**src/rtl/rids_bitonic_feeder.sv**
```systemverilog
// Pairs rule-ID sets from two lookup streams into one bitonic word (A ascending, B reversed).
// Optional order checker enabled by defining FEEDER_ORDER_CHECK_EN.
module rids_bitonic_feeder #(
  parameter int RID_W       = 4,
  parameter int NUM_RULE_ID = 8,
  parameter int RIDS_WIDTH  = RID_W * NUM_RULE_ID,
  parameter int FIFO_DEPTH  = 4
) (
  input  logic                      clk,
  input  logic                      reset_n,
  input  logic                      a_valid,
  output logic                      a_ready,
  input  logic [0:RIDS_WIDTH-1]     a_rids,
  input  logic                      b_valid,
  output logic                      b_ready,
  input  logic [0:RIDS_WIDTH-1]     b_rids,
  output logic                      out_valid,
  input  logic                      out_ready,
  output logic [0:2*RIDS_WIDTH-1]   out_rids,
  output logic [15:0]               pair_cnt,
  output logic                      err_order
);

  localparam int PTR_W = $clog2(FIFO_DEPTH);
  localparam int CNT_W = PTR_W + 1;

  typedef logic [0:RIDS_WIDTH-1] rids_t;

  logic                    r_live;
  logic                    r_out_valid;
  logic [0:2*RIDS_WIDTH-1] r_out_rids;
  logic [15:0]             r_pair_cnt;

  logic [1:0]              w_ready;
  logic [1:0]              w_empty;
  logic [1:0]              w_push;
  logic                    w_pop;
  rids_t                   w_in   [2];
  rids_t                   w_head [2];
  logic [0:2*RIDS_WIDTH-1] w_pair;

  assign w_in[0] = a_rids;
  assign w_in[1] = b_rids;
  assign w_push  = {b_valid, a_valid} & w_ready;
  assign w_pop   = !w_empty[0] && !w_empty[1] && (!r_out_valid || out_ready);

  assign a_ready = w_ready[0];
  assign b_ready = w_ready[1];

  // Readies stay low until the first edge after reset release.
  always_ff @(posedge clk or negedge reset_n) begin
    // NOTE: sequential state uses non-blocking assignments so every register samples pre-edge values.
    if (!reset_n) r_live <= 1'b0;
    else          r_live <= 1'b1;
  end

  for (genvar s = 0; s < 2; s++) begin : g_fifo
    rids_t            r_mem [FIFO_DEPTH];
    logic [PTR_W-1:0] r_wr_ptr;
    logic [PTR_W-1:0] r_rd_ptr;
    logic [CNT_W-1:0] r_count;

    assign w_ready[s] = r_live && (r_count != CNT_W'(FIFO_DEPTH));
    assign w_empty[s] = (r_count == '0);
    assign w_head[s]  = r_mem[r_rd_ptr];

    // NOTE: storage has no reset; resetting the pointers and count is what discards contents.
    always_ff @(posedge clk) begin
      if (w_push[s]) r_mem[r_wr_ptr] <= w_in[s];
    end

    always_ff @(posedge clk or negedge reset_n) begin
      if (!reset_n) begin
        r_wr_ptr <= '0;
        r_rd_ptr <= '0;
        r_count  <= '0;
      end else begin
        if (w_push[s]) r_wr_ptr <= r_wr_ptr + PTR_W'(1);
        if (w_pop)     r_rd_ptr <= r_rd_ptr + PTR_W'(1);
        case ({w_push[s], w_pop})
          2'b10:   r_count <= r_count + CNT_W'(1);
          2'b01:   r_count <= r_count - CNT_W'(1);
          default: r_count <= r_count;
        endcase
      end
    end
  end

  always_comb begin
    // NOTE: the default assignment first keeps this block free of inferred latches.
    w_pair = '0;
    for (int j = 0; j < NUM_RULE_ID; j++) begin
      w_pair[j*RID_W +: RID_W]               = w_head[0][j*RID_W +: RID_W];
      w_pair[(NUM_RULE_ID+j)*RID_W +: RID_W] = w_head[1][(NUM_RULE_ID-1-j)*RID_W +: RID_W];
    end
  end

  // Output register: loads on pop, clears when drained, frozen under backpressure.
  always_ff @(posedge clk or negedge reset_n) begin
    if (!reset_n) begin
      r_out_valid <= 1'b0;
      r_out_rids  <= '0;
      r_pair_cnt  <= '0;
    end else begin
      if (w_pop) begin
        r_out_valid <= 1'b1;
        r_out_rids  <= w_pair;
      end else if (out_ready) begin
        r_out_valid <= 1'b0;
      end
      if (r_out_valid && out_ready) r_pair_cnt <= r_pair_cnt + 16'd1;
    end
  end

  assign out_valid = r_out_valid;
  assign out_rids  = r_out_rids;
  assign pair_cnt  = r_pair_cnt;

`ifdef FEEDER_ORDER_CHECK_EN
  function automatic logic order_bad(input rids_t set);
    logic bad;
    bad = 1'b0;
    for (int i = 0; i < NUM_RULE_ID - 1; i++) begin
      if (set[i*RID_W +: RID_W] > set[(i+1)*RID_W +: RID_W]) bad = 1'b1;
    end
    return bad;
  endfunction

  logic r_err_order;

  always_ff @(posedge clk or negedge reset_n) begin
    if (!reset_n) r_err_order <= 1'b0;
    else if ((w_push[0] && order_bad(a_rids)) || (w_push[1] && order_bad(b_rids)))
      r_err_order <= 1'b1;
  end

  assign err_order = r_err_order;
`else
  assign err_order = 1'b0;
`endif

endmodule

```
**config.mk**
```make
export PLATFORM = sky130hd
export DESIGN_NAME = rids_bitonic_feeder
export DESIGN_NICKNAME = d
export VERILOG_FILES = /design/src/rtl/rids_bitonic_feeder.sv
export SDC_FILE = /design/constraint.sdc
export NUM_CORES = 1
export LEC_CHECK = 0
export BUFFER_PORTS_ARGS = -buffer_cell sky130_fd_sc_hd__buf_4
export CORE_UTILIZATION = 62
export CTS_CLUSTER_DIAMETER = 80
export DETAILED_ROUTE_END_ITERATION = 6
export GPL_TIMING_DRIVEN = 0
export PLACE_DENSITY = 0.84
export SYNTH_ARGS = -nofsm -noshare
export SYNTH_HDL_FRONTEND = slang
export SYNTH_SLANG_ARGS = --single-unit
```
**constraint.sdc**
```tcl
create_clock -name clk -period 4.14 [get_ports clk]
set_input_delay 1.035 -clock clk [delete_from_list [all_inputs] [get_ports clk]]
set_output_delay 1.035 -clock clk [all_outputs]
set_load 0.1 [all_outputs]
```
==> impl_metrics.json <==
{
  "arrival_ns": 1.80,
  "grt.overflow.total": 0,
  "syn_area_sq_mm": 0.0132,
  "cp-end-kind": "output port",
  "rsz0062_at_grt": "no",
  "io_buffer_count": 151,
  "regArea_sq_mm": 0.0101,
  "finalWeightedCongestion": 0.766,
  "antenna_found_initial": 1,
  "yosys-top-cells-area": "edfxtp_1, dfrtp_1, mux4_2",
  "clock.fmax_mhz": 353,
  "startpoint_type": "register",
  "cts.path.max_buffers": 3,
  "critPathRequiredTime_ns": 3.11,
  "ios": 153,
  "clock_sinks": 352,
  "yosys.area.top_type_share": 0.580,
  "clk_latency_ns": 0.51,
  "cts_root_buffer": "clkbuf_16",
  "grt_first_pass_wirelength_um": 38200,
  "tns_ns": 0,
  "cts_resized": 0,
  "dr.pass1.iters": 5,
  "hold_class": "input port to async pin",
  "synth_seq_area_share": 0.762,
  "ctsHoldBuffers": 0,
  "period_share": 0.684,
  "cts_made_buffers": 36,
  "synthCells": 610,
  "grt_pass1_vias": 6926,
  "worst-path-max-fanout": 6,
  "synth.distinct_cells": 28,
  "crit_type": "register to output port",
  "dp.cells": 1036,
  "max_cap_viol_count": 0,
  "die_w_um": 148,
  "remaining_drc_errors": 0,
  "final_common_cell": "edfxtp_1",
  "setup_violations": 0,
  "synth_edf_count": 256,
  "post_cts_buffers": 0,
  "fin_nets": 882,
  "drv_slew": 0,
  "multi_input_area_sq_mm": 0.00294,
  "grtUsageTotal": 0.236,
  "synth_top_cell_by_area": "edfxtp_1",
  "fillers": 1128,
  "hold_viol": 0,
  "drt_iter0_drc": 361,
  "hpwlAfterDp_um": 15500,
  "synth_flop_cell": "edfxtp_1",
  "htree_levels": 2,
  "synth_fp_nets": 692,
  "final_layout_size_suffix_gt1_frac": 0.437,
  "final_cell_mix": "edfxtp_1, buf_4, dfrtp_1, mux4_2, mux2_2",
  "synth.ff_latch_count": 352,
  "die_y_um": 148,
  "period_needed_ns": 2.83,
  "fp.dieArea_sq_mm": 0.0220,
  "ant_nets": 0,
  "avgSynthCellArea_sq_um": 21.7,
  "whs_ns": 0.302,
  "area_growth_pct": 19.9,
  "worst_pin_slew_ns": 0.900,
  "wl_um": 25100,
  "wl_per_cell_um": 22.7,
  "vias": 6361,
  "core-area_sq_mm": 0.0210,
  "fin_skew_ns": 0.0136,
  "yosys_warnings": 0,
  "rows": 53,
  "slew_headroom": 0.400,
  "via_per_inst": 5.76,
  "initial_core_util": 0.632,
  "stdcell_count": 1104,
  "clk_pin_slew_worst_paths_ns": 0.06,
  "status": "completed",
  "cts_tree": "built",
  "async_flop_share": 0.273,
  "grt_start_max_net_pins": 97
}
-- cells by family (layout without fill, tap and decap cells) --
family	after synthesis	count (layout)	share of synthesized area
buffers and inverters	37	255	0.0175
DFF	352	352	0.762
xor gates and xnor gates	27	27	0.0179
and+or+nand+nor	43	43	0.0188
AOI/OAI and AO/OA	5	5	0.00227
adders and majority gates	13	13	0.0134
other	2	3	0.000567
muxes	131	131	0.168
-- Yosys cell counts, drive strengths merged, types with 4 or more instances --
master  number
xnor2       19
clkbuf       4
nor2         4
ha          11
inv         13
nand2       10
and3        11
edfxtp     256
nand3        6
xor2         8
mux4        64
mux2        67
buf         20
dfrtp       96
-- path summary, 6_finish.rpt --
check                                startpoint              endpoint  slack, ns  cells after the start
min                                     reset_n          out_rids[29]       0.30                      1
max in group asynchronous               reset_n          pair_cnt[11]       3.14                      2
max                        g_fifo[0].r_count[0]               a_ready       1.31                      3
min in group clk                   pair_cnt[15]          pair_cnt[15]       0.48                      1
max reg2reg                           out_valid  g_fifo[0].r_count[2]       1.63                     10
min reg2reg                        pair_cnt[15]          pair_cnt[15]       0.48                      1
-- flip-flops by register name, indices dropped and copies added, names as in the netlist --
name and count:
g_fifo.r_mem 256, out_rids 64, pair_cnt 16, g_fifo.r_count 6
g_fifo.r_rd_ptr 4, g_fifo.r_wr_ptr 4, out_valid 1, r_live 1
-- routing by layer --
metal | share of wire | GRT usage | wire length (um)
met5 | 0 | 0 | 0
met1 | 0.38 | 0.299 | 9430
met3 | 0.066 | 0.0534 | 1670
met4 | 0.027 | 0.0799 | 672
met2 | 0.53 | 0.408 | 13300
-- critical path, cell delays in order, from the launching register on --
cell,delay (ns)
dfrtp_1,0.40
inv_1,0.09
a31oi_1,0.42
buf_4,0.38
-- per-stage QoR --
| stage | utilization | setup slack [ns] | instance area [sq um] |
|---|---|---|---|
| floorplan | - | 0.446 | 13200 |
| global placement | 0.703 | 1.08 | 14700 |
| detailed placement | 0.703 | 1.02 | 14700 |
| CTS | 0.757 | 1.26 | 15900 |
| global route | 0.758 | 1.17 | 15900 |
| finish | 0.758 | 1.31 | 15900 |
-- cell type report --
class	count	area share
diodes	1	0.000158
well taps	275	0.0217
clock inverters	6	0.00221
repair buffers	152	0.0733
flip-flops and latches	352	0.635
clock buffers	60	0.0681
plain buffers	24	0.0115
multi-input cells	221	0.185
inverters	13	0.00307
Power is not shown: default switching activity piles up to over one toggle a cycle in this logic, so the estimate is an artifact.
